===== config.mk =====
export PLATFORM = sky130hd
export DESIGN_NAME = instruction_fetch
export DESIGN_NICKNAME = d
export VERILOG_FILES = /design/src/rtl/instruction_fetch.sv
export SDC_FILE = /design/constraint.sdc
export NUM_CORES = 1
export LEC_CHECK = 0
export ABC_AREA = 1
export BUFFER_PORTS_ARGS = -buffer_cell sky130_fd_sc_hd__buf_2
export CAP_MARGIN = 20
export CORE_MARGIN = 4
export CORE_UTILIZATION = 29
export DETAILED_ROUTE_END_ITERATION = 8
export PLACE_DENSITY = 0.55
export SLEW_MARGIN = 10
export SYNTH_ARGS = -nofsm -noshare
export SYNTH_HDL_FRONTEND = slang
export SYNTH_SLANG_ARGS = --single-unit

===== constraint.sdc =====
create_clock -name clk -period 13.84 [get_ports clk]
set_input_delay 0.692 -clock clk [delete_from_list [all_inputs] [get_ports clk]]
set_output_delay 0.692 -clock clk [all_outputs]
set_load 0.1 [all_outputs]

===== src/rtl/instruction_fetch.sv =====
// Instruction fetch: owns the PC, reads instruction memory combinationally and
// queues {pc, word} pairs in a small circular prefetch buffer for decode.
module instruction_fetch #(
  parameter logic [31:0] RESET_PC = 32'h0000_0000,
  parameter int unsigned DEPTH    = 2
) (
  input  logic        clk,
  input  logic        reset_n,
  output logic [31:0] imem_addr,
  output logic        imem_we,
  input  logic [31:0] imem_data,
  input  logic        redirect,
  input  logic [31:0] redirect_pc,
  output logic        instr_valid,
  input  logic        instr_ready,
  output logic [31:0] instr,
  output logic [31:0] instr_pc
);

  localparam int unsigned PtrW = (DEPTH > 1) ? $clog2(DEPTH) : 1;
  localparam int unsigned CntW = PtrW + 1;
  localparam logic [CntW-1:0] DepthCnt = CntW'(DEPTH);

  logic [31:0]     pc_q, pc_d;
  logic [PtrW-1:0] rd_ptr_q, rd_ptr_d;
  logic [PtrW-1:0] wr_ptr_q, wr_ptr_d;
  logic [CntW-1:0] count_q, count_d;

  logic [31:0] buf_pc_q   [DEPTH];
  logic [31:0] buf_word_q [DEPTH];

  logic pop;
  logic push;

  // Only the word-aligned part of the redirect target is used.
  logic unused_redirect_lsb;
  assign unused_redirect_lsb = ^redirect_pc[1:0];

  assign imem_addr   = pc_q;
  assign imem_we     = 1'b0;
  assign instr_valid = (count_q != '0);

  // Outputs come only from registered state, never from instr_ready.
  always_comb begin
    instr    = '0;
    instr_pc = '0;
    if (instr_valid) begin
      instr    = buf_word_q[rd_ptr_q];
      instr_pc = buf_pc_q[rd_ptr_q];
    end
  end

  assign pop  = instr_valid && instr_ready;
  assign push = !redirect && ((count_q < DepthCnt) || pop);

  always_comb begin
    pc_d     = pc_q;
    rd_ptr_d = rd_ptr_q;
    wr_ptr_d = wr_ptr_q;
    count_d  = count_q;
    if (redirect) begin
      pc_d     = {redirect_pc[31:2], 2'b00};
      rd_ptr_d = '0;
      wr_ptr_d = '0;
      count_d  = '0;
    end else begin
      if (push) begin
        pc_d     = pc_q + 32'd4;
        wr_ptr_d = wr_ptr_q + PtrW'(1);
      end
      if (pop) begin
        rd_ptr_d = rd_ptr_q + PtrW'(1);
      end
      unique case ({push, pop})
        2'b10:   count_d = count_q + CntW'(1);
        2'b01:   count_d = count_q - CntW'(1);
        default: count_d = count_q;
      endcase
    end
  end

  always_ff @(posedge clk) begin
    if (!reset_n) begin
      pc_q     <= RESET_PC;
      rd_ptr_q <= '0;
      wr_ptr_q <= '0;
      count_q  <= '0;
    end else begin
      pc_q     <= pc_d;
      rd_ptr_q <= rd_ptr_d;
      wr_ptr_q <= wr_ptr_d;
      count_q  <= count_d;
    end
  end

  // Payload storage needs no reset: count gates every read of it.
  always_ff @(posedge clk) begin
    if (reset_n && push) begin
      buf_pc_q[wr_ptr_q]   <= pc_q;
      buf_word_q[wr_ptr_q] <= imem_data;
    end
  end

endmodule


* Word level (Yosys, flattened, before mapping)
Memories as Yosys holds them, arrays and structs flattened. A register that Yosys moved wholly into a read port is not among the register bits.
Cells that the tools add are included.
Widths: inputs -> output; s select.
** Word-level totals
- Flip-flop bits (word level) :: 36
- RAM bits :: 128
- Bits of input ports :: 68
- Output and inout port bits :: 98
- Memories :: 2
** Operators by class
- Add/subtract/negate cells :: 5
- Magnitude comparators :: 1
- Eq/ne operators :: 2
- Mux-type cells :: 11
- Bitwise gates (word level) :: 1
- Reductions and logical operators :: 9
** Memories
- buf_pc_q :: depth 2, bits a word 32, read ports 1, clocked after Yosys merged registers in 1, write ports 1, line 29 : logic [31:0] buf_pc_q [DEPTH];
- buf_word_q :: depth 2, bits a word 32, read ports 1, clocked after Yosys merged registers in 1, write ports 1, line 30 : logic [31:0] buf_word_q [DEPTH];
** Operator list (number)
- $mux 32 :: 4
- $add 32x3->32 const B :: 1
- $mux 1 :: 6
- $reduce_bool 2->1 :: 3
- $pmux 2 s2 :: 1
- $logic_and 1x1->1 :: 3
- $add 1x1->1 const B :: 2
- $add 2x1->2 const B :: 1
- $eq 2x1->1 const B :: 1
- $eq 2x2->1 const B :: 1
- $lt 2x2->1 const B :: 1
- $reduce_or 2->1 :: 1
- $sub 2x1->2 const B :: 1
- $logic_not 1->1 :: 1
- $logic_or 1x1->1 :: 1
- $not 1->1 :: 1

* Depth between registers and ports, before layout
- Word-level depth :: 7
- Gate-level depth with buffers :: 10
- Mapped depth without buffers :: 10

* Least setup slack after synthesis
No wires, ideal clock.
- Path type :: input to register
- Start :: input port redirect
- End :: memory buf_pc_q[0][10] (enable)
- Setup time :: 559 ps
- Arrival :: 5360 ps
- Setup slack :: 7922 ps
- Cell stages on the path :: 4
- Cells stage by stage :: clkbuf_1 -> nor2_1 -> inv_1 -> nor3_1
** Between the ends
- Word-level cells in the longest chain between the ends :: 5
** Ends and longest elaborated chain
- start, declared :: line 12 : input logic redirect,
- $logic_not 1->1 :: line 54 : assign push = !redirect && ((count_q < DepthCnt) || pop);
- $logic_and 1x1->1 :: line 54
- $logic_and 1x1->1 :: line 98 : if (reset_n && push) begin
- $mux 1 :: line 98
- $mux 1 (not written as such) :: line 99 : buf_pc_q[wr_ptr_q] <= pc_q;
- end, declared :: line 29
Every way passes these cells.

==> results.yml <==
synth:
  netlist_area_mm2: 0.00692
  synth_edf_count: 124
  yosys.area_share.xor_xnor_pct: 0.506
  seq_area_frac_synth_pct: 63.9
  synth_top_area_share_pct: 53.8
  yosysMostFrequentCell: "nand2_1"
  synth_flop_cell: "edfxtp_1"
  synth_mux_area_share_pct: 0
  synth_compound_area_share_pct: 10.2
  synth-simple-area-share_pct: 19.6
  synth_top_cells_by_area: "edfxtp_1 54%, nand2_1 13%, dfxtp_1 10%"
  netlist_top_cells_count: "238 x nand2_1, 124 x edfxtp_1, 88 x a21oi_1"
  synth_top_family_by_area: "simple AND/OR/NAND/NOR gates"
  synth_cells: 727
  avgSynthCellArea_um2: 9.52
  ys_seq_elements: 159
  post-synth-top-area-cell: "edfxtp_1"
  async_flop_share_pct: 0
  synth_fa_ha_area_share_pct: 0.361
  yosys_warnings: 0
  ys_types: 30
setup_path:
  crit_path_cell_trace: "buf_4 -> inv_2 -> buf_4 -> nand2_1 -> a21oi_1 -> buf_2"
  endpoint_kind: "output port"
  arrival_ns: 2.56
  cp_max_fo: 62
  path_buf_inv: 4
  cp_slowest_stage_delay_ns: 0.57
  crit_type: "flip-flop to output port"
  cp_slowest_cell: "buf_4"
  cp-start-kind: "flip-flop"
  cp.required_ns: 13.15
  crit_top_cell: "buf_4"
  cp_top_family: "buffers and inverters"
timing:
  finalSetupViolations: 0
  final.period_utilization_pct: 23.5
  worstMarginPinSlew_ns: 0.936
  maxSlewViolCount: 0
  final-hold-violation-count: 0
  max_slew_margin_pct: 37.6
  grt_setup_unrepaired: "no"
  period_needed_ns: 3.26
  fmax_ghz: 0.307
  skew_ns: 0.0113
  setup-tns-final_ns: 0
pwr:
  pwr-share-clk_pct: 39.7
  peakVddDrop_uv: 73.2
  power_frac_comb_pct: 15.6
  switching_power_mw: 0.364
  p_sw_share_pct: 29.6
  seqPwrFrac_pct: 44.7
  power.density_mw_per_mm2: 142
  p_int_mw: 0.868
  static-leakage-power_nw: 3.44
global_routing:
  track_usage_pct: 14.4
  use_met2_pct: 22.8
  grt_overflow: 0
  grt_pass1_wl_um: 29300
  use_met1_pct: 19.7
  grt.busiest_layer: "met2"
  grt_start_max_net_pins: 64
  grt_use_met3_pct: 3.01
  grt_pass1_vias: 5145
  antenna_found_initial: 1
routing:
  drt-total-wl_um: 19100
  drt_iter0_drc: 322
  avgRoutedWirePerCell_um: 15.7
  drt_pass1_iterations: 5
  drc: 0
  viasPerCell: 4.49
  detail-route-antenna-nets: 0
  vias: 5451
placement:
  place_inst: 1181
  dpl.hpwl_um: 12300
  gp_congestion: 0.819
  numPortBuffers: 158
clock_tree:
  cts_buffer_depth: 2
  cts_resized: 0
  tritoncts: "yes"
  worstSkewPairLatency_ns: 0.42
  hold_buffers: 0
  h-tree-depth: 4
  postCtsSetupBuffers: 0
  clk_pin_slew_ns: 0.06
  cts_buffers: 17
  root_buffer: "clkbuf_16"
  clkSinkCount: 159
final_layout:
  layout-drive-gt1-share_pct: 23.3
  multi_input_comb_area_mm2: 0.00215
  areaGrowthSynthToFinish_pct: 24.9
  ff_latch_area_mm2: 0.00443
  fillers: 2377
  stdcell_count: 1214
  final_nets: 951
floorplanning:
  num_rows: 56
  initial_core_util_pct: 29.5
  io_pins: 166
  chipWidth_um: 163
  die_area_mm2: 0.0264
  core_mm2: 0.0235
  die_h_um: 163
run:
  maxCapViolCount: 0
worst_hold_path:
  hold_path.class: "flip-flop to flip-flop"
outcome:
  outcome: "finished clean"
-- state kept, by name, summed over array words and instances, names as in the netlist, named ones only --
| name | count |
|---|---|
| rd_ptr_q | 1 |
| imem_addr | 30 |
| count_q | 2 |
| wr_ptr_q | 1 |
| buf_word_q | 64 |
| buf_pc_q | 60 |
-- cell type report --
| class | count | share of cell area (%) |
|---|---|---|
| Tap cell | 319 | 4.61 |
| Multi-Input combinational cell | 481 | 24.8 |
| Timing Repair Buffer | 164 | 9.66 |
| Sequential cell | 159 | 51.2 |
| Antenna cell | 1 | 0.0289 |
| Clock buffer | 18 | 4.96 |
| Inverter | 58 | 2.53 |
| Clock inverter | 14 | 2.21 |
-- worst register-to-register path, stage by stage, from the launching register on --
cell     delay [ns]
dfxtp_1        0.45
nor2_4         0.07
buf_4          0.31
nor2_4         0.27
nor2_4         0.09
nor3_2         0.11
buf_4          0.75
-- cell families (layout without fill, tap and decap cells) --
family,after synthesis,in the layout
buf+inv,91,254
compound gates,134,134
simple gates,336,336
fa+ha+maj,2,2
xor+xnor,4,4
other cells,1,6
flops,159,159
-- stage by stage --
| step | cell area, um^2 | hold slack (ns) | setup slack (ns) | total power, mW | utilization [%] |
|---|---|---|---|---|---|
| floorplan | 6940 | 0.426 | 7.92 | 0.713 | - |
| finish | 8650 | 0.450 | 10.58 | 1.23 | 36.9 |
| global placement | 8030 | 0.431 | 10.73 | 0.754 | 34.2 |
| global route | 8650 | 0.446 | 10.46 | 1.28 | 36.9 |
| detailed placement | 8030 | 0.439 | 10.72 | 0.755 | 34.2 |
| CTS | 8650 | 0.439 | 10.57 | 1.25 | 36.8 |
-- cell usage in the layout (no fill, tap or decap) --
cell type | netlist | final
buf_2 | 0 | 158
o21ai_1 | 8 | 8
xor2_1 | 3 | 3
clkinvlp_4 | 0 | 3
o221ai_1 | 2 | 2
clkbuf_16 | 0 | 17
o21ai_0 | 20 | 20
nor3_2 | 0 | 2
edfxtp_1 | 124 | 124
nand2_1 | 238 | 238
a31oi_1 | 11 | 11
clkinv_4 | 0 | 3
nor2_4 | 3 | 3
xnor2_1 | 1 | 1
clkinv_1 | 0 | 1
nand3b_1 | 1 | 1
conb_1 | 1 | 5
inv_1 | 55 | 55
ha_1 | 2 | 2
clkbuf_1 | 24 | 1
diode_2 | 0 | 1
nor2_2 | 2 | 2
dfxtp_1 | 35 | 34
bufinv_16 | 0 | 4
inv_2 | 2 | 2
buf_4 | 7 | 6
nor2_1 | 46 | 46
nand4_1 | 1 | 1
a21oi_1 | 88 | 88
o21bai_1 | 3 | 3
nand2_2 | 2 | 2
nand3_1 | 41 | 41
dfxtp_2 | 0 | 1
a211oi_1 | 1 | 1
o21ai_2 | 1 | 1
clkinv_2 | 1 | 3
inv_6 | 0 | 1
-- routing by layer --
layer  vias up  part of all wire (%)  wire length, um
met2       173                    46             8710
met1      2508                    47             8990
met3        21                   5.3             1020
li1       2749                     -                -
met5         -                     0                0
met4         0                   2.0              385
-- power groups by stage --
stage	combinational, mW	clock [mW]	sequential, mW
after floorplan	0.117	0	0.596
after global placement	0.193	0	0.561
after detailed placement	0.194	0	0.561
after CTS	0.194	0.504	0.551
after global routing	0.203	0.522	0.553
final	0.192	0.488	0.551
-- worst paths after layout --
| kind | from | to | slack (ns) | cells past startpoint |
|---|---|---|---|---|
| max | flip-flop | instr_pc[14] | 10.58 | 6 |
| min reg2reg | rd_ptr_q$_SDFFE_PP0P_ | flip-flop | 0.45 | 1 |
| max reg2reg | count_q[1]$_SDFFE_PP0P_ | buf_word_q[1][24]$_DFFE_PP_ | 11.39 | 6 |
| min | rd_ptr_q$_SDFFE_PP0P_ | flip-flop | 0.45 | 1 |
Power figures use the tool's default switching activity.
